`config.mk`:
```
export PLATFORM = sky130hd
export DESIGN_NAME = serial_alu
export DESIGN_NICKNAME = d
export VERILOG_FILES = /design/src/rtl/serial_alu_pkg.sv /design/src/rtl/serial_alu_slice.sv /design/src/rtl/serial_alu.sv
export SDC_FILE = /design/constraint.sdc
export NUM_CORES = 1
export LEC_CHECK = 0
export CAP_MARGIN = 10
export CORE_ASPECT_RATIO = 0.7
export CORE_UTILIZATION = 50
export CTS_CLUSTER_SIZE = 14
export DETAILED_ROUTE_END_ITERATION = 16
export GPL_ROUTABILITY_DRIVEN = 0
export GPL_TIMING_DRIVEN = 0
export PLACE_DENSITY = 0.89
export RECOVER_POWER = 25
export SYNTH_ARGS = -nofsm -noshare
export SYNTH_HDL_FRONTEND = slang
export SYNTH_SLANG_ARGS = --single-unit
```
`constraint.sdc`:
```
create_clock -name clk -period 1.6 [get_ports clk]
set_input_delay 0.32 -clock clk [delete_from_list [all_inputs] [get_ports clk]]
set_output_delay 0.32 -clock clk [all_outputs]
set_load 0.005 [all_outputs]
```
`src/rtl/serial_alu_pkg.sv`:
```
// serial_alu shared definitions: opcode and FSM state encodings.
// Optional flags feature is enabled with SERIAL_ALU_FLAGS_EN.
package serial_alu_pkg;

  typedef enum logic [1:0] {
    OP_ADD = 2'b00,
    OP_AND = 2'b01,
    OP_NOT = 2'b10,
    OP_XOR = 2'b11
  } op_e;

  typedef enum logic [1:0] {
    ST_IDLE = 2'b00,
    ST_RUN  = 2'b01,
    ST_DONE = 2'b10
  } state_e;

endpackage

```
`src/rtl/serial_alu_slice.sv`:
```
// One-bit ALU slice: sum/and/not/xor select, carry and parity chain.
// Purely combinational; the top registers carry and parity between bits.
module serial_alu_slice
  import serial_alu_pkg::*;
(
  input  op_e  op_i,
  input  logic a_i,
  input  logic b_i,
  input  logic carry_i,
  input  logic par_i,
  output logic y_o,
  output logic carry_o,
  output logic par_o
);

  always_comb begin
    y_o     = 1'b0;
    carry_o = 1'b0;
    par_o   = par_i;
    unique case (op_i)
      OP_ADD: begin
        y_o     = a_i ^ b_i ^ carry_i;
        carry_o = (a_i & b_i) | (a_i & carry_i) | (b_i & carry_i);
      end
      OP_AND: y_o = a_i & b_i;
      OP_NOT: y_o = ~a_i;
      OP_XOR: begin
        y_o   = a_i ^ b_i;
        par_o = par_i ^ (a_i ^ b_i);
      end
      default: y_o = 1'b0;
    endcase
  end

endmodule

```
`src/rtl/serial_alu.sv`:
```
// Bit-serial ALU top: FSM, bit counter, operand/result shift registers.
// Define SERIAL_ALU_FLAGS_EN to add the zero and ovf result flags.
module serial_alu
  import serial_alu_pkg::*;
#(
  parameter int WIDTH = 8
) (
  input  logic             clk,
  input  logic             reset,
  input  logic             start,
  input  logic [1:0]       op,
  input  logic             cin,
  input  logic [WIDTH-1:0] a,
  input  logic [WIDTH-1:0] b,
  output logic [WIDTH-1:0] y,
  output logic             z,
  output logic             busy,
`ifdef SERIAL_ALU_FLAGS_EN
  output logic             zero,
  output logic             ovf,
`endif
  output logic             done
);

  localparam int CW = $clog2(WIDTH);
  localparam logic [CW-1:0] LAST = CW'(WIDTH - 1);

  state_e           state_q;
  logic [CW-1:0]    cnt_q;
  logic [WIDTH-1:0] a_q;
  logic [WIDTH-1:0] b_q;
  op_e              op_q;
  logic             carry_q;
  logic             par_q;
  logic [WIDTH-1:0] y_q;
  logic             z_q;
  logic             busy_q;
  logic             done_q;

  logic             bit_y;
  logic             carry_d;
  logic             par_d;
  logic [WIDTH-1:0] y_d;

  serial_alu_slice u_slice (
    .op_i    (op_q),
    .a_i     (a_q[0]),
    .b_i     (b_q[0]),
    .carry_i (carry_q),
    .par_i   (par_q),
    .y_o     (bit_y),
    .carry_o (carry_d),
    .par_o   (par_d)
  );

  // Result enters at the MSB so bit 0 lands at the LSB after WIDTH shifts.
  assign y_d = {bit_y, y_q[WIDTH-1:1]};

`ifdef SERIAL_ALU_FLAGS_EN
  logic zero_q;
  logic ovf_q;
  assign zero = zero_q;
  assign ovf  = ovf_q;
`endif

  always_ff @(posedge clk) begin
    if (reset) begin
      state_q <= ST_IDLE;
      cnt_q   <= '0;
      a_q     <= '0;
      b_q     <= '0;
      op_q    <= OP_ADD;
      carry_q <= 1'b0;
      par_q   <= 1'b0;
      y_q     <= '0;
      z_q     <= 1'b0;
      busy_q  <= 1'b0;
      done_q  <= 1'b0;
`ifdef SERIAL_ALU_FLAGS_EN
      zero_q  <= 1'b0;
      ovf_q   <= 1'b0;
`endif
    end else begin
      unique case (state_q)
        ST_IDLE, ST_DONE: begin
          done_q <= 1'b0;
          if (start) begin
            a_q     <= a;
            b_q     <= b;
            op_q    <= op_e'(op);
            carry_q <= (op_e'(op) == OP_ADD) ? cin : 1'b0;
            par_q   <= 1'b0;
            cnt_q   <= '0;
            busy_q  <= 1'b1;
            state_q <= ST_RUN;
          end else begin
            state_q <= ST_IDLE;
          end
        end
        ST_RUN: begin
          a_q     <= a_q >> 1;
          b_q     <= b_q >> 1;
          y_q     <= y_d;
          carry_q <= carry_d;
          par_q   <= par_d;
          cnt_q   <= cnt_q + CW'(1);
          if (cnt_q == LAST) begin
            state_q <= ST_DONE;
            busy_q  <= 1'b0;
            done_q  <= 1'b1;
            unique case (op_q)
              OP_ADD:  z_q <= carry_d;
              OP_XOR:  z_q <= par_d;
              default: z_q <= 1'b0;
            endcase
`ifdef SERIAL_ALU_FLAGS_EN
            // carry_q here is the carry into the MSB.
            zero_q <= (y_d == '0);
            ovf_q  <= (op_q == OP_ADD) & (carry_q ^ carry_d);
`endif
          end
        end
        default: begin
          state_q <= ST_IDLE;
          busy_q  <= 1'b0;
          done_q  <= 1'b0;
        end
      endcase
    end
  end

  assign y    = y_q;
  assign z    = z_q;
  assign busy = busy_q;
  assign done = done_q;

endmodule

```
# == Word level (Yosys, flattened, before mapping) ==
# Index checks and enable logic that the tools add are counted.
# classes
n_reduce_logical,10
muxes,21
add_sub_neg,1
n_eq_ne,8
bitwise_logic,10
# ops
operator,count
one-hot mux 8 bit (2 select lines),2
two-way mux 8 bit,2
two-way mux 1 bit,8
one-hot mux 1 bit (2 select lines),4
AND reduction 2 bit,4
"== test 2 bit, second input constant",3
logical NOT 2 bit,3
one-hot mux 3 bit (2 select lines),1
"== test 2 x 1 -> 1 bit, second input constant",2
"inequality test 2 bit, second input constant",2
one-hot mux 1 bit (4 select lines),1
one-hot mux 2 bit (2 select lines),1
OR reduction 2 bit,2
"adder 3 x 1 -> 3 bit, second input constant",1
bitwise AND 1 bit,3
"== test 3 bit, second input constant",1
two-way mux 3 bit,1
bitwise XOR 1 bit,3
two-way mux 2 bit,1
inverter 1 bit,2
OR 1 bit,2
nonzero test 2 bit,1
# totals
ff_bits,36
elab_cells,61
out_inout_bits,11
input_bits,22

# == Logic depth before layout (Yosys ltp) ==
# Gate-level depths: netlist of run 1.
# logic_depth
depth_word,5
depth_mapped,5
mapped_depth_nobuf,5

# == Cells and area by module ==
# A second synthesis of run 1 with hierarchy kept.
# hier_totals
hier_cells,180
area_unflattened_um2,1576.5
# by_module_without_submodules
mod,seq_area_each_um2,area_per_inst_um2,instances,cells_each
serial_alu,720.7,1487.7,1,170
serial_alu_slice,0.0,88.8,1,10

# == Worst setup path after synthesis of run 1 ==
# No wires, ideal clock.
# synth_timing
path_kind,reg-to-reg
startpoint,register carry_q
endpoint,"register z_q, in the netlist z"
setup_ns,0.074
arrival_time_ns,1.265
required_ns,1.526
path_buffers,0
period_less_slack_ns,1.339
stages_incl_launch_ff,6
path_slack_ns,0.261
cell_sequence,dfxtp_1 > inv_1 > fa_1 > nor4b_1 > a31oi_1 > a31oi_1
# synth_via
elab_chain_len,5
# synth_rtl
element,line_no,text
from (decl),serial_alu.sv:33,logic carry_q;
from (signal assigned),serial_alu.sv:91,carry_q <= (op_e'(op) == OP_ADD) ? cin : 1'b0;
from (signal assigned),serial_alu.sv:104,carry_q <= carry_d;
bitwise AND 1 bit,serial_alu_slice.sv:23,carry_o = (a_i & b_i) | (a_i & carry_i) | (b_i & carry_i);
OR 1 bit,serial_alu_slice.sv:23,
OR 1 bit *,serial_alu_slice.sv:23,
two-way mux 1 bit *,serial_alu_slice.sv:20,unique case (op_i)
one-hot mux 1 bit (2 select lines) *,serial_alu.sv:111,unique case (op_q)
to (signal assigned),serial_alu.sv:112,OP_ADD: z_q <= carry_d;
to (signal assigned),serial_alu.sv:113,OP_XOR: z_q <= par_d;
to (decl),serial_alu.sv:36,logic z_q;
# Every way passes the cells marked *; elsewhere a longest branch is shown, timed or not.
# A chain may end at the register's enable or synchronous reset.

# == Final worst setup path of run 1 ==
# layout_timing
startpoint,"register y_q[7], in the netlist y[7]"
endpoint,output y[7]
# layout_lines
element,line_no,text
from (decl),serial_alu.sv:35,logic [WIDTH-1:0] y_q;
from (signal assigned),serial_alu.sv:103,y_q <= y_d;
to (decl),serial_alu.sv:15,"output logic [WIDTH-1:0] y,"
# No word-level cell between the ends.

==> flow_summary.yaml, run 1 <==
outcome:
  outcome: "finished, violations left"
  violations: "DRC"
clock_tree:
  clock_latency_ns: 0.29
  post_cts_buffers: 0
  cts_tree: "done"
  cts_hold_buffers: 0
  numCtsBuffers: 5
  cts_root_buf: "clkbuf_8"
  clockBufferDepth: 2
  clock-sinks: 36
  clk_pin_slew_ns: 0.07
  h-tree-depth: 2
  ctsResizeCount: 0
floorplanning:
  chipHeight_um: 50.03
  ios: 33
  die_area_mm2: 0.003533
  fp.dieW_um: 70.62
  rows: 17
  start_util: 0.5234
  core_area_mm2: 0.003148
global_route:
  overflow: 0
  grt_pass1_wl_mm: 5.692
  grt_start_max_net_pins: 13
  grt_pass1_vias: 1243
  groute.usage.overall: 0.2183
  antenna_found_initial: 0
yosys:
  async_flop_share: 0
  syn-num-nets: 213
  seq_area_frac_synth: 0.4374
  ys_ff_latch: 36
  avgSynthCellArea_um2: 9.005
  synth_cell_types: 29
  syn_area_mm2: 0.001648
  synthCells: 183
  synth_edf_count: 0
  ys_warn_count: 0
  synth_flop_cell: "dfxtp_1"
setup_path:
  critPathRequiredTime_ns: 1.28
  crit_type: "reg2out"
  crit_buf_inv: 1
  worstPathCellList: "clkdlybuf4s50_1"
  cp_max_fo: 3
  path_delay_family: "buffers and inverters"
  endpoint_kind: "output pin"
  arrival_ns: 1.19
  cp_slowest_stage_delay_ns: 0.52
  cpMaxStageDelayCell: "clkdlybuf4s50_1"
  start_kind: "register"
final_layout:
  diodes: 0
  regArea_um2: 720.7
  fin_nets: 252
  drive_gt1_frac: 0.1480
  num-fill-cells: 258
  fin_util: 0.6737
  area_growth_pct: 28.70
  multi_input_area_um2: 792.0
  final_cell_area_mm2: 0.002121
placement:
  port_buffers: 32
  dp_slack_ns: -0.08838
  placed_area_mm2: 0.002016
  place_hpwl_mm: 2.555
timing:
  setup_ws_ns: 0.08631
  setup_viol_count_final: 0
  maxSlewHeadroom: 0.6333
  max_freq_mhz: 660.6
  drv_slew: 0
  skew_ns: 0.003951
  worst_pin_slew_ns: 0.5500
  tns_ns: 0
  rsz0062_at_grt: "no"
  hold_viol: 0
  min_period_ns: 1.514
  post-route-period-util: 0.9461
routing:
  antenna_left: 0
  drt_iter0_drc: 138
  postRouteWirelength_mm: 3.595
  drc_errors: 2
  drt_first_pass_iters: 11
  viasPerCell: 5.433
  vias: 1418
  avgRoutedWirePerCell_um: 13.77
power_and_ir_drop:
  sequentialPowerShare: 0.460
  finalPower_mw: 2.148
  p_leak_nw: 0.7811
  comb_power_share: 0.170
  power_switching_uw: 556.5
  internal_power_mw: 1.591
  switching_share: 0.2591
  powerDensity_mw_per_mm2: 1013
  vdd_drop_max_mv: 0.5775
  power.share.clock: 0.370
min_path:
  hold_path_class: "reg2reg"
run:
  max-cap-violations: 0
cells in the mapped netlist (4+ instances only):
master / instances / area (um2)
inv_1: 6 / 22.52
a31oi_1: 4 / 25.02
nand2_1: 26 / 97.59
buf_4: 6 / 45.04
o22ai_1: 13 / 81.33
nor2_1: 5 / 18.77
nor3_2: 12 / 120.1
nand2b_1: 4 / 25.02
nand3_1: 6 / 30.03
ha_1: 7 / 87.58
nor3_1: 14 / 70.07
dfxtp_1: 36 / 720.7
a21oi_1: 18 / 90.09
buf_2: 6 / 30.03
final timing paths:
kind                            depth (start not counted)  endpoint   start  slack [ns]
worst max-delay path                                    1      y[7]    y[7]        0.09
worst min register to register                          2      y[0]    y[0]        0.45
worst min-delay path                                    2      y[0]    y[0]        0.45
worst max register to register                          5         z  b_q[0]        0.10
state kept, by name, indices dropped and copies added, names as in the netlist:
signal	cells
a_q	8
b_q	8
busy	1
carry_q	1
cnt_q	3
done	1
op_q	2
par_q	1
state_q	2
y	8
z	1
power by group through the flow:
stage	combinational, mW	clock [mW]	sequential [mW]
global route	0.401	0.852	0.996
CTS	0.370	0.802	0.987
detailed placement	0.367	0	1.01
floorplan	0.249	0	0.999
global placement	0.359	0	1.01
finish	0.366	0.794	0.988
cell families (layout without fill, tap and decap cells):
family / Yosys count / in the layout / synth area share
AO/OA/AOI/OAI: 43 / 43 / 0.1633
XOR/XNOR: 1 / 1 / 0.005316
adder cells (fa/ha/maj): 8 / 8 / 0.06530
buffers and inverters: 22 / 62 / 0.08200
flip-flops: 36 / 36 / 0.4374
AND/OR/NAND/NOR: 73 / 73 / 0.2468
placed cells by master, fill, tap and decap left out, types with 2 or more instances in the layout:
master           count
dfxtp_1             36
clkdlybuf4s50_1     31
nand2_1             26
a21oi_1             18
nor3_1              14
o22ai_1             13
nor3_2              12
ha_1                 7
inv_1                6
nand3_1              6
buf_4                5
nor2_1               5
clkbuf_8             5
nand2b_1             4
clkbuf_1             4
a31oi_1              4
nor2b_1              3
buf_6                3
clkbuf_2             2
buf_2                2
a211oi_1             2
metrics by stage:
| stage | instances | hold WS (ns) |
|---|---|---|
| after global routing | 261 | 0.4753 |
| after CTS | 261 | 0.4558 |
| final | 261 | 0.4547 |
| after detailed placement | 253 | 0.4492 |
| after global placement | 253 | 0.4448 |
| after floorplan | 183 | 0.4480 |
routing by layer:
layer  track usage  part of all wire  wire [um]  vias up
met5             0                 0          0        -
met2        0.3333              0.46       1636       32
met1        0.2787              0.47       1696      653
li1              -                 -          -      726
met4        0.1167             0.019         67        0
met3       0.06544             0.054        194        7
layout make-up:
class | instances | share of cell area
plain buffers | 16 | 0.05015
clock buffers | 5 | 0.03245
clock inverters | 3 | 0.02006
inverters | 6 | 0.01062
multi-input cells | 125 | 0.3735
flip-flops and latches | 36 | 0.3398
well taps | 38 | 0.02242
repair buffers | 32 | 0.1510
No activity file was read; power rests on OpenSTA's default activity.
==> run 2, diff against run 1 <==
- REMOVE_ABC_BUFFERS: default -> 1
==> flow_summary.yaml, run 2 (synthesis gave the netlist of run 1 again) <==
outcome:
  outcome: "finished, violations left"
  violations: "DRC"
setup_path:
  crit_buf_inv: 0
  critPathRequiredTime_ns: 1.80
  path_delay_family: "simple AND/OR/NAND/NOR gates"
  cp_slowest_stage_delay_ns: 0.60
  arrival_ns: 1.71
  endpoint_kind: "register"
  start_kind: "register"
  crit_type: "reg2reg"
  worst-r2r-setup-slack_ns: 0.09
  cpMaxStageDelayCell: "nand2b_2"
  cp_max_fo: 35
  worstPathCellList: "nand2b_2, o22ai_1, a311oi_2"
clock_tree:
  clk_pin_slew_ns: 0.07
  numCtsBuffers: 5
  cts_tree: "done"
  cts_root_buf: "clkbuf_8"
  clockBufferDepth: 2
  h-tree-depth: 2
  clock_latency_ns: 0.29
  clock-sinks: 36
placement:
  placed_area_mm2: 0.001916
  port_buffers: 32
  place_hpwl_mm: 2.075
routing:
  postRouteWirelength_mm: 3.253
  viasPerCell: 5.600
  drt_iter0_drc: 83
  drc_errors: 4
  avgRoutedWirePerCell_um: 13.28
  drt_first_pass_iters: 10
  antenna_left: 0
  vias: 1372
power_and_ir_drop:
  switching_share: 0.2713
  p_leak_nw: 0.7177
  finalPower_mw: 1.928
  power.share.clock: 0.314
  sequentialPowerShare: 0.513
  powerDensity_mw_per_mm2: 961.2
  comb_power_share: 0.173
  vdd_drop_max_mv: 0.4952
  internal_power_mw: 1.405
  power_switching_uw: 523.0
global_route:
  antenna_found_initial: 0
  groute.usage.overall: 0.1955
  grt_pass1_vias: 1218
  overflow: 0
  grt_start_max_net_pins: 39
  grt_pass1_wl_mm: 5.340
floorplanning:
  start_util: 0.5234
  fp.dieW_um: 70.62
  chipHeight_um: 50.03
  core_area_mm2: 0.003148
  ios: 33
  die_area_mm2: 0.003533
  rows: 17
final_layout:
  fin_util: 0.6371
  final_cell_mix: "dfxtp_1, clkdlybuf4s50_1, nand2_1, a21oi_1, nor3_1"
  final_cell_area_mm2: 0.002006
  drive_gt1_frac: 0.1208
  area_growth_pct: 21.72
  fin_nets: 237
  final_common_cell: "dfxtp_1"
  diodes: 0
timing:
  drv_slew: 0
  holdWs_ns: 0.4515
  skew_ns: 0.004601
  tns_ns: 0
  rsz0062_at_grt: "no"
  hold_viol: 0
  setup_viol_count_final: 0
  post-route-period-util: 0.9415
  worst_pin_slew_ns: 0.8184
  max_freq_mhz: 663.8
  maxSlewHeadroom: 0.4544
  min_period_ns: 1.506
run:
  max-cap-violations: 0
min_path:
  hold_path_class: "reg2reg"
-- run 2: layer usage --
layer	track usage	vias to the layer above	share of wire
met5	0	-	0
met4	0.06000	0	0.0071
met3	0.06953	2	0.070
met2	0.3172	48	0.45
met1	0.2453	634	0.48
li1	-	688	-
-- run 2: path summary, 6_finish.rpt --
path                            startpoint      to  cells past startpoint
worst min-delay path                  y[0]    y[0]                      2
worst min register to register        y[0]    y[0]                      2
worst max-delay path            state_q[1]  a_q[0]                      3
worst max register to register  state_q[1]  a_q[0]                      3
-- run 2: repair_timing --
action | in CTS | in global routing
buffers inserted | 0 | 0
endpoints found under the setup margin | 34 | 4
resized for setup | 3 | 1
hold buffers | 0 | 0
-- run 2: worst register-to-register path, cell delays in order (launching register included) --
cell and delay (ns):
dfxtp_1 0.38, nand2b_2 0.60, o22ai_1 0.18, a311oi_2 0.26
-- run 2: power by group through the flow --
stage	clock network [mW]	registers (mW)	logic [mW]
after floorplan	0	0.999	0.198
after global placement	0	1.00	0.316
after detailed placement	0	1.01	0.326
after CTS	0.620	0.989	0.330
after global routing	0.654	0.996	0.366
final	0.605	0.990	0.333
-- run 2: through the flow --
step                      std cells  setup WS (ns)
after floorplan                 167        -0.1785
after global placement          237        -0.9087
after detailed placement        238        -0.5909
after CTS                       245        0.03527
after global routing            245       0.003905
final                           245        0.09359
-- run 2: final cells by class --
class / instances / area (um2)
Clock inverter: 1 / 5.005
Multi-Input combinational cell: 125 / 807.0
Sequential cell: 36 / 720.7
Timing Repair Buffer: 33 / 330.3
Inverter: 6 / 22.52
Clock buffer: 6 / 72.57
Fill cell: 276 / 1142
Tap cell: 38 / 47.55
